===== src/rtl/if_prefetch_unit.sv =====
// Instruction-fetch prefetch unit.
// Generates sequential word-aligned fetch addresses and issues them to a
// variable-latency instruction memory. It keeps the PC of every in-flight
// request in a pending queue and buffers returned {pc, inst} pairs in a
// prefetch FIFO that feeds decode.
//
// Handshakes: a transfer happens on a rising clk edge where valid && ready.
// Valid does not wait for ready. Once valid is raised it stays stable until
// the transfer, except on a redirect or reset. Responses need no ready: each
// one always matches the oldest pending request.
//
// Redirect flushes the FIFO. Requests already in flight are not cancelled at
// the memory. They are counted in drop_cnt, and their responses are discarded
// when they return.
module if_prefetch_unit #(
  parameter int            N         = 32,
  parameter logic [N-1:0]  RESET_PC  = '0,
  parameter int            DEPTH     = 4,
  parameter int            MAX_OUTST = 2
) (
  input  logic         clk,
  input  logic         reset,
  input  logic         redirect,
  input  logic [N-1:0] redirect_pc,
  output logic         imem_req_valid,
  input  logic         imem_req_ready,
  output logic [N-1:0] imem_req_addr,
  input  logic         imem_resp_valid,
  input  logic [N-1:0] imem_resp_data,
  output logic         out_valid,
  input  logic         out_ready,
  output logic [N-1:0] out_pc,
  output logic [N-1:0] out_inst
);

  localparam int AW  = $clog2(DEPTH);
  localparam int CW  = $clog2(DEPTH + 1);
  localparam int OW  = $clog2(MAX_OUTST + 1);
  localparam int OCW = OW + 1;
  localparam int PW  = (MAX_OUTST > 1) ? $clog2(MAX_OUTST) : 1;
  localparam int SW  = CW + OW;

  localparam logic [OCW-1:0] MAX_OUTST_W = OCW'(MAX_OUTST);
  localparam logic [SW-1:0]  DEPTH_W     = SW'(DEPTH);

  // Architectural state
  logic [N-1:0]  fetch_pc_q, fetch_pc_d;
  logic [AW-1:0] rd_ptr_q, rd_ptr_d;
  logic [AW-1:0] wr_ptr_q, wr_ptr_d;
  logic [CW-1:0] count_q, count_d;
  logic [PW-1:0] pend_rd_q, pend_rd_d;
  logic [PW-1:0] pend_wr_q, pend_wr_d;
  logic [OW-1:0] outst_q, outst_d;
  logic [OW-1:0] drop_q, drop_d;

  // Storage arrays. These need no reset because the pointers and counts
  // decide which entries are valid.
  logic [N-1:0]  fifo_pc_q   [DEPTH];
  logic [N-1:0]  fifo_inst_q [DEPTH];
  logic [N-1:0]  pend_pc_q   [MAX_OUTST];

  logic [OCW-1:0] occ;
  logic [SW-1:0]  credit_sum;
  logic           resp_ok, resp_keep, resp_drop;
  logic           accept, pop;
  logic           unused_bits;

  // The low two bits of redirect_pc are replaced by zero, so they are not read.
  assign unused_bits = ^redirect_pc[1:0];

  function automatic logic [PW-1:0] pend_inc(input logic [PW-1:0] p);
    if (p == PW'(MAX_OUTST - 1)) return '0;
    return p + 1'b1;
  endfunction

  // Occupancy of the pending queue: live requests plus ones waiting to be dropped
  assign occ        = OCW'(outst_q) + OCW'(drop_q);
  // Credit for the FIFO counts only live requests, because dropped ones never land in it
  assign credit_sum = SW'(count_q) + SW'(outst_q);

  // A response when nothing is pending is ignored completely
  assign resp_ok   = imem_resp_valid && (occ != '0);
  assign resp_drop = resp_ok && (drop_q != '0);
  assign resp_keep = resp_ok && (drop_q == '0);

  // Request issue is gated by reset so that outputs go low as soon as reset asserts
  assign imem_req_valid = reset && !redirect && (occ < MAX_OUTST_W) && (credit_sum < DEPTH_W);
  assign imem_req_addr  = fetch_pc_q;
  assign accept         = imem_req_valid && imem_req_ready;

  assign out_valid = (count_q != '0);
  assign out_pc    = out_valid ? fifo_pc_q[rd_ptr_q]   : '0;
  assign out_inst  = out_valid ? fifo_inst_q[rd_ptr_q] : '0;
  assign pop       = out_valid && out_ready;

  // Next-state logic for fetch PC, FIFO and pending-queue bookkeeping
  always_comb begin
    fetch_pc_d = fetch_pc_q;
    rd_ptr_d   = rd_ptr_q;
    wr_ptr_d   = wr_ptr_q;
    count_d    = count_q;
    pend_rd_d  = pend_rd_q;
    pend_wr_d  = pend_wr_q;
    outst_d    = outst_q;
    drop_d     = drop_q;

    // Every accepted response retires the oldest pending entry, including when a redirect happens
    if (resp_ok) pend_rd_d = pend_inc(pend_rd_q);
    if (accept)  pend_wr_d = pend_inc(pend_wr_q);

    if (redirect) begin
      fetch_pc_d = {redirect_pc[N-1:2], 2'b00};
      rd_ptr_d   = '0;
      wr_ptr_d   = '0;
      count_d    = '0;
      outst_d    = '0;
      // Live requests become drops. A response arriving in this same cycle is already retired.
      drop_d     = drop_q + outst_q - (resp_ok ? OW'(1) : OW'(0));
    end else begin
      if (accept)    fetch_pc_d = fetch_pc_q + N'(4);
      if (resp_keep) wr_ptr_d   = wr_ptr_q + 1'b1;
      if (pop)       rd_ptr_d   = rd_ptr_q + 1'b1;
      count_d = count_q + CW'(resp_keep) - CW'(pop);
      outst_d = outst_q + OW'(accept) - OW'(resp_keep);
      drop_d  = drop_q - OW'(resp_drop);
    end
  end

  // Control state registers with asynchronous active-low reset
  always_ff @(posedge clk or negedge reset) begin
    if (!reset) begin
      fetch_pc_q <= RESET_PC;
      rd_ptr_q   <= '0;
      wr_ptr_q   <= '0;
      count_q    <= '0;
      pend_rd_q  <= '0;
      pend_wr_q  <= '0;
      outst_q    <= '0;
      drop_q     <= '0;
    end else begin
      fetch_pc_q <= fetch_pc_d;
      rd_ptr_q   <= rd_ptr_d;
      wr_ptr_q   <= wr_ptr_d;
      count_q    <= count_d;
      pend_rd_q  <= pend_rd_d;
      pend_wr_q  <= pend_wr_d;
      outst_q    <= outst_d;
      drop_q     <= drop_d;
    end
  end

  // Data storage: record the PC of each issued request and store the {pc, inst} pairs that are kept
  always_ff @(posedge clk) begin
    if (accept) pend_pc_q[pend_wr_q] <= fetch_pc_q;
    if (resp_keep && !redirect) begin
      fifo_pc_q[wr_ptr_q]   <= pend_pc_q[pend_rd_q];
      fifo_inst_q[wr_ptr_q] <= imem_resp_data;
    end
  end

endmodule


===== config.mk =====
export PLATFORM = sky130hd
export DESIGN_NAME = if_prefetch_unit
export DESIGN_NICKNAME = d
export VERILOG_FILES = /design/src/rtl/if_prefetch_unit.sv
export SDC_FILE = /design/constraint.sdc
export NUM_CORES = 1
export LEC_CHECK = 0
export ABC_AREA = 0
export CORE_MARGIN = 2
export CORE_UTILIZATION = 45
export CTS_CLUSTER_SIZE = 30
export DETAILED_ROUTE_END_ITERATION = 12
export MAX_ROUTING_LAYER = met4
export PLACE_DENSITY = 0.75
export SYNTH_ARGS = -nofsm -noshare
export SYNTH_HDL_FRONTEND = slang
export SYNTH_SLANG_ARGS = --single-unit

===== constraint.sdc =====
create_clock -name clk -period 3.85 [get_ports clk]
set_input_delay 0.77 -clock clk [delete_from_list [all_inputs] [get_ports clk]]
set_output_delay 0.77 -clock clk [all_outputs]
set_load 0.05 [all_outputs]

==> flow_summary_export.csv, run 1 <==
group,metric,value,unit
run_status,run_status,"completed",
clocking,ctsLongestPathBuffers,3,
worst_setup_path,cp_top_family,"buffers and inverters",
routing,dr_total_vias,7786,
clocking,postCtsResizedCells,0,
placement,finalWeightedCongestion,0.8196,
cells_and_area,nets,1071,
worst_setup_path,regToRegStartpoint,"outst_q[0]",
clocking,clockRootBuffer,"sky130_fd_sc_hd__clkbuf_16",
worst_setup_path,cp.buffers_inverters,2,
synthesis,synth_area_per_cell,17.81,um2
placement,place_ws,0.4962,ns
worst_setup_path,critical_path.endpoint_type,"output pin",
sta,setup-violations-final,0,
synthesis,yosys_most_used_dff,"sky130_fd_sc_hd__edfxtp_1",
clocking,tritoncts_num_sinks,351,
sta,setup_ws,0.2533,ns
routing,drt_pass1_iterations,5,
sta,tns,0,ns
routing,routedWlPerCell,20.24,um
worst_setup_path,cp_max_fo,12,
cells_and_area,area_growth,23.46,%
synthesis,post_synth_edffs,308,
hold_path,min_path_type,"in2async",
die,core_region_area,31390,um2
synthesis,netlist_top_cells_area,"sky130_fd_sc_hd__edfxtp_1, sky130_fd_sc_hd__mux4_2, sky130_fd_sc_hd__dfrtp_1",
synthesis,post_synthesis_cells,802,
clocking,cts-hold-fix-buffers,0,
worst_setup_path,path_cells,"buf_4, mux4_2, and2_1, clkdlybuf4s50_1",
routing,detail_route.drc_violations,0,
die,dieArea,33180,um2
synthesis,synth.lib_cells_used.distinct,50,
worst_setup_path,slowest_delay,0.70,ns
placement,placement.io_buffers,161,
cells_and_area,multiInputGateArea,3724,um2
synthesis,proportion_of_synthesized_chip_area_in_sequential_cells,0.7229,
sta,grt_setup_unrepaired,"no",
sta,timing.hold.ws,0.3946,ns
sta,clock-skew-final,0.01955,ns
worst_setup_path,reg2reg_depth,13,
synthesis,synth_top_cell_by_area,"sky130_fd_sc_hd__edfxtp_1",
global_route,globalRouteOverflowTotal,0,
global_route,grt.total_usage,0.1798,
synthesis,synthArstFlopShare,0.1225,
cells_and_area,antennaDiodeCount,0,
worst_setup_path,critical_path.slowest_cell,"sky130_fd_sc_hd__clkdlybuf4s50_1",
cells_and_area,fillCellCount,2435,
pwr,power,12.88,mW
global_route,global_route_wire_length_before_repair,44.39,mm
sta,report.final.hold_viol_count,0,
cells_and_area,layout_cell_share_with_drive_strength_beyond_1,0.1818,
global_route,antenna_found_initial,0,
synthesis,synth.yosys.warnings,0,
sta,finalCriticalPeriod,3.597,ns
routing,post_drt_via_cell_ratio,5.506,
pwr,cellPowerDensity,730.6,nW/um2
job,cap_violations,0,
sta,final-max-slew-violation-count,0,
routing,postRouteAntennaNets,0,
die,rows,65,
cells_and_area,seq_area,10330,um2
synthesis,syn_area,14280,um2
global_route,grt_start_max_net_pins,66,
cells_and_area,finish.utilization,0.5617,
worst_setup_path,cp.required,3.08,ns
die,die-width,182.2,um
sta,fmaxAchievable,278.0,MHz
synthesis,post-synth-top-area-fraction,0.6476,
clocking,tritoncts.num_buffers,36,
global_route,grt_pass1_vias,7856,
die,start_util,0.4550,
worst_setup_path,start_kind,"flip-flop",
sta,period_share,0.9342,
sta,timing_worst_slew_pin_value,0.7146,ns
worst_setup_path,r2r_setup_slack,0.76,ns
worst_setup_path,start_to_end_type_of_the_worst_setup_path,"reg2out",
clocking,cts.clk_slew.worst_paths,0.07,ns
pwr,vdd_ir_drop_max,0.3935,mV
synthesis,yosys_register_bits,351,
placement,detailed_place_hpwl,17.83,mm
worst_setup_path,data_arrival_time_at_the_worst_slack_endpoint,2.83,ns
pwr,cellLeakagePower,5.896,nW
worst_setup_path,crit-reg2reg-capture,"count_q[2]",
clocking,clock_tree_from_tritoncts,"built",
sta,slew-limit-headroom,0.5200,
routing,wl,28.62,mm
clocking,clk_latency,0.51,ns
routing,detail_route.iter0.violations,523,
die,ioPinCount,168,
clocking,number_of_levels_the_h_tree_was_split_into,2,
die,fp.dieH,182.2,um
clocking,cts.repair_timing.setup_buffer_count,0,
-- state kept, by name (all words and copies together) (netlist names) --
name	cells
fifo_inst_q	128
fifo_pc_q	120
pend_pc_q	60
imem_req_addr	30
count_q	3
drop_q	2
outst_q	2
rd_ptr_q	2
wr_ptr_q	2
pend_rd_q	1
pend_wr_q	1
-- synth_stat cells (all sizes together), types with 14 or more instances --
cell and n:
clkbuf 21, nand3 20, inv 15, mux4 62, dfrtp 43, buf 22, mux2 30, edfxtp 308
o21ai 19, and2 67, ha 14, nand2 37, nor2 30
-- through the flow --
stage,instances,area (um2)
global route,1414,17630
finish,1414,17630
floorplan,805,14290
global placement,1349,16490
detailed placement,1349,16490
CTS,1414,17630
-- layout make-up --
class                      instances  share of cell area
clock buffer                      49             0.05627
clock inverter                    16            0.008302
inverter                          15            0.003193
multi-input combinational        396              0.2112
sequential                       351              0.5858
tap                              402             0.02852
timing repair buffer             185              0.1067
-- routing by layer --
layer,track usage,share of wire
met3,0.03233,0.061
met2,0.2827,0.48
met4,0.04839,0.019
met5,-,0
met1,0.2448,0.44
-- power breakdown --
group          internal (mW)  total (mW)  switching [mW]
Clock                   1.95        3.32            1.37
Combinational           1.82        4.75            2.93
Sequential              4.54        4.82           0.277
Total                   8.31        12.9            4.57
-- how the worst max path moves through the flow --
| stage | startpoint | end | slack (ns) | cells after the start |
|---|---|---|---|---|
| 3_5_place_dp | redirect | outst_q[1] | 0.50 | 10 |
| 6_report | rd_ptr_q[0] | out_pc[4] | 0.25 | 4 |
| 2_1_floorplan | outst_q[0] | fifo_inst_q[0][0] | 0.31 | 8 |
| 4_1_cts | rd_ptr_q[0] | out_pc[4] | 0.19 | 4 |
| 5_1_grt | rd_ptr_q[0] | out_pc[4] | 0.13 | 4 |
| 3_3_place_gp | redirect | outst_q[1] | 0.48 | 10 |
-- worst reg2reg max path: stages (launching register included) --
cell and delay, ns:
sky130_fd_sc_hd__dfrtp_1 0.41, sky130_fd_sc_hd__ha_1 0.17, sky130_fd_sc_hd__inv_1 0.05, sky130_fd_sc_hd__fa_1 0.48
sky130_fd_sc_hd__nand2_1 0.09, sky130_fd_sc_hd__o21ai_0 0.40, sky130_fd_sc_hd__nand2b_1 0.23, sky130_fd_sc_hd__inv_1 0.14
sky130_fd_sc_hd__xnor2_1 0.19, sky130_fd_sc_hd__ha_1 0.16, sky130_fd_sc_hd__inv_1 0.04, sky130_fd_sc_hd__fa_1 0.37
sky130_fd_sc_hd__xnor2_1 0.17, sky130_fd_sc_hd__nor2_1 0.06
-- kinds of logic after synthesis --
| family | synth area share |
|---|---|
| multiplexers | 0.1228 |
| XOR/XNOR | 0.007972 |
| adder cells (fa/ha/maj) | 0.01507 |
| other | 0.0002626 |
| flip-flops | 0.7229 |
| AO/OA/AOI/OAI | 0.03154 |
| AND/OR/NAND/NOR | 0.08130 |
| buffers and inverters | 0.01813 |
-- layout by cell type, fill, tap and decap left out, drive strengths merged, types with 20 or more instances in the layout --
cell / count
and2: 67
mux4: 62
nor2: 30
dfrtp: 43
clkbuf: 49
mux2: 30
nand3: 20
clkdlybuf4s50: 158
buf: 27
nand2: 37
edfxtp: 308
No activity file was read; power rests on OpenSTA's default activity.
==> inputs of run 2 (changes only) <==
--- a/config.mk
+++ b/config.mk
@@ -15,3 +15,4 @@
 export SYNTH_ARGS = -nofsm -noshare
 export SYNTH_HDL_FRONTEND = slang
 export SYNTH_SLANG_ARGS = --single-unit
+export TNS_END_PERCENT = 1
==> results of run 2 <==
Final layout, timing and power as in run 1 (identical DEF).
==> inputs of run 3 (changes only) <==
--- a/config.mk
+++ b/config.mk
@@ -10,7 +10,6 @@
 export CORE_UTILIZATION = 45
 export CTS_CLUSTER_SIZE = 30
 export DETAILED_ROUTE_END_ITERATION = 12
-export MAX_ROUTING_LAYER = met4
 export PLACE_DENSITY = 0.75
 export SYNTH_ARGS = -nofsm -noshare
 export SYNTH_HDL_FRONTEND = slang
==> run 3 against run 2 <==
Clock power about the same. Die area did not move. Critical endpoint unchanged. Total power barely moved. Register-to-register slack about the same. Flip-flop and latch count unchanged. Highest routed layer unchanged. Fmax fell by 0.11%.
==> flow_summary_export.csv, run 3 (synthesized netlist as in run 1, its figures left out) <==
group,metric,value,unit
clocking,number_of_levels_the_h_tree_was_split_into,2,
global_route,grt_pass1_vias,7862,
routing,detail_route.drc_violations,0,
cells_and_area,most_used_cells_in_the_layout_excluding_fill_and_tap_cells,"sky130_fd_sc_hd__edfxtp_1, sky130_fd_sc_hd__clkdlybuf4s50_1, sky130_fd_sc_hd__and2_1",
run_status,run_status,"completed",
sta,report.final.hold_viol_count,0,
sta,finalCriticalPeriod,3.601,ns
pwr,cellPowerDensity,730.6,nW/um2
sta,slew-limit-headroom,0.4989,
die,fp.dieH,182.2,um
worst_setup_path,slowest_delay,0.70,ns
pwr,vdd_ir_drop_max,0.3934,mV
cells_and_area,largest_reg_flops,128,
worst_setup_path,critical_path.endpoint_type,"output pin",
global_route,globalRouteOverflowTotal,0,
clocking,clockRootBuffer,"sky130_fd_sc_hd__clkbuf_16",
sta,final-max-slew-violation-count,0,
cells_and_area,nets,1071,
worst_setup_path,start_to_end_type_of_the_worst_setup_path,"reg2out",
clocking,cts.clk_slew.worst_paths,0.06,ns
job,cap_violations,0,
routing,dr_total_vias,7722,
die,core_region_area,31390,um2
clocking,cts-hold-fix-buffers,0,
routing,top_layer_used,"met4",
sta,fmaxAchievable,277.7,MHz
routing,post_drt_via_cell_ratio,5.461,
die,rows,65,
cells_and_area,layout_top_registers,"fifo_inst_q (128), fifo_pc_q (120), pend_pc_q (60)",
pwr,internal_power,8.312,mW
worst_setup_path,data_arrival_time_at_the_worst_slack_endpoint,2.83,ns
cells_and_area,area_growth,23.46,%
routing,route.met2.wl,13.76,mm
global_route,antenna_found_initial,0,
cells_and_area,fillCellCount,2435,
clocking,postCtsResizedCells,0,
placement,detailed_place_hpwl,17.83,mm
sta,setup-violations-final,0,
pwr,combPwrFrac,0.368,
clocking,clk_latency,0.51,ns
clocking,tritoncts.num_buffers,36,
cells_and_area,top_register,"fifo_inst_q",
cells_and_area,layout.cells.non_filler,1414,
cells_and_area,layout_commonest_cell,"sky130_fd_sc_hd__edfxtp_1",
global_route,grt_start_max_net_pins,66,
routing,postRouteAntennaNets,0,
routing,drt_pass1_iterations,4,
pwr,cellLeakagePower,5.896,nW
global_route,grt.total_usage,0.1744,
pwr,clock_power_share,0.258,
sta,timing_worst_slew_pin_value,0.7458,ns
worst_setup_path,setup.worst_path.start,"rd_ptr_q[0]",
pwr,net-switching-power,4.571,mW
cells_and_area,layout_cell_share_with_drive_strength_beyond_1,0.1818,
die,ioPinCount,168,
hold_path,min_path_type,"in2async",
worst_setup_path,path_cells,"buf_4, mux4_2, and2_1, clkdlybuf4s50_1",
sta,clock-skew-final,0.01792,ns
routing,detailroute.wirelength.met3,1.674,mm
placement,finalWeightedCongestion,0.8055,
clocking,ctsLongestPathBuffers,3,
clocking,clock_tree_from_tritoncts,"built",
die,die-width,182.2,um
worst_setup_path,critical_path.slowest_cell,"sky130_fd_sc_hd__clkdlybuf4s50_1",
placement,numPlacedInstances,1349,
routing,routedWlPerCell,20.26,um
cells_and_area,multiInputGateArea,3724,um2
sta,period_share,0.9352,
global_route,global_route_wire_length_before_repair,44.41,mm
die,dieArea,33180,um2
pwr,power.share.switching,0.3548,
worst_setup_path,start_kind,"flip-flop",
cells_and_area,antennaDiodeCount,0,
worst_setup_path,cp.required,3.08,ns
worst_setup_path,regToRegStartpoint,"outst_q[0]",
clocking,cts.repair_timing.setup_buffer_count,0,
clocking,tritoncts_num_sinks,351,
cells_and_area,seq_area,10330,um2
placement,placement.io_buffers,161,
sta,tns,0,ns
pwr,sequentialPowerShare,0.374,
die,start_util,0.4550,
sta,grt_setup_unrepaired,"no",
worst_setup_path,cp_max_fo,12,
routing,detail_route.iter0.violations,497,
routing,m1WireLength,12.65,mm
routing,wl,28.65,mm
cells_and_area,finish.utilization,0.5617,
run 3: cell counts in the layout (fill, tap and decap cells not counted):
No cell type changed its count.
run 3: cell type report:
type                    instances  area share
flip-flops and latches        351      0.5858
multi-input cells             396      0.2112
repair buffers                185      0.1067
clock buffers                  49     0.05627
well taps                     402     0.02852
clock inverters                16    0.008302
inverters                      15    0.003193
run 3: per-layer routing:
layer	vias up	track usage
li1	3516	-
met1	3906	0.2433
met2	261	0.2831
met3	39	0.03412
met4	0	0.04839
met5	-	0
run 3: power by group through the flow:
stage               sequential (mW)  clock [mW]  combinational [mW]
floorplan                      4.95           0                3.17
global placement               4.88           0                4.77
detailed placement             4.89           0                4.80
CTS                            4.82        3.39                4.82
global route                   4.86        3.54                5.06
finish                         4.82        3.32                4.74
run 3: per-stage QoR:
step	total power, mW	setup slack [ns]	hold WS, ns	area (um2)
6_report	12.88	0.2494	0.3939	17630
5_1_grt	13.45	0.1316	0.4194	17630
3_5_place_dp	9.696	0.4962	0.4984	16490
4_1_cts	13.02	0.1922	0.3877	17630
2_1_floorplan	8.120	0.3125	0.4603	14290
3_3_place_gp	9.646	0.4801	0.4944	16490
run 3: worst paths after layout:
path,to,slack (ns),cells after the start
hold reg to reg,pend_wr_q,0.51,1
setup / recovery,out_pc[4],0.25,4
hold / removal,imem_req_addr[7],0.39,2
setup reg to reg,count_q[2],0.77,13
min in group clk,pend_wr_q,0.51,1
max in group asynchronous,rd_ptr_q[0],3.02,2
run 3: critical path, delay by kind of cell (launching register included):
| kind | cells | cell delay [ns] |
|---|---|---|
| buffers and inverters | 2 | 1.02 |
| DFF | 1 | 0.59 |
| muxes | 1 | 0.52 |
| and+or+nand+nor | 1 | 0.18 |
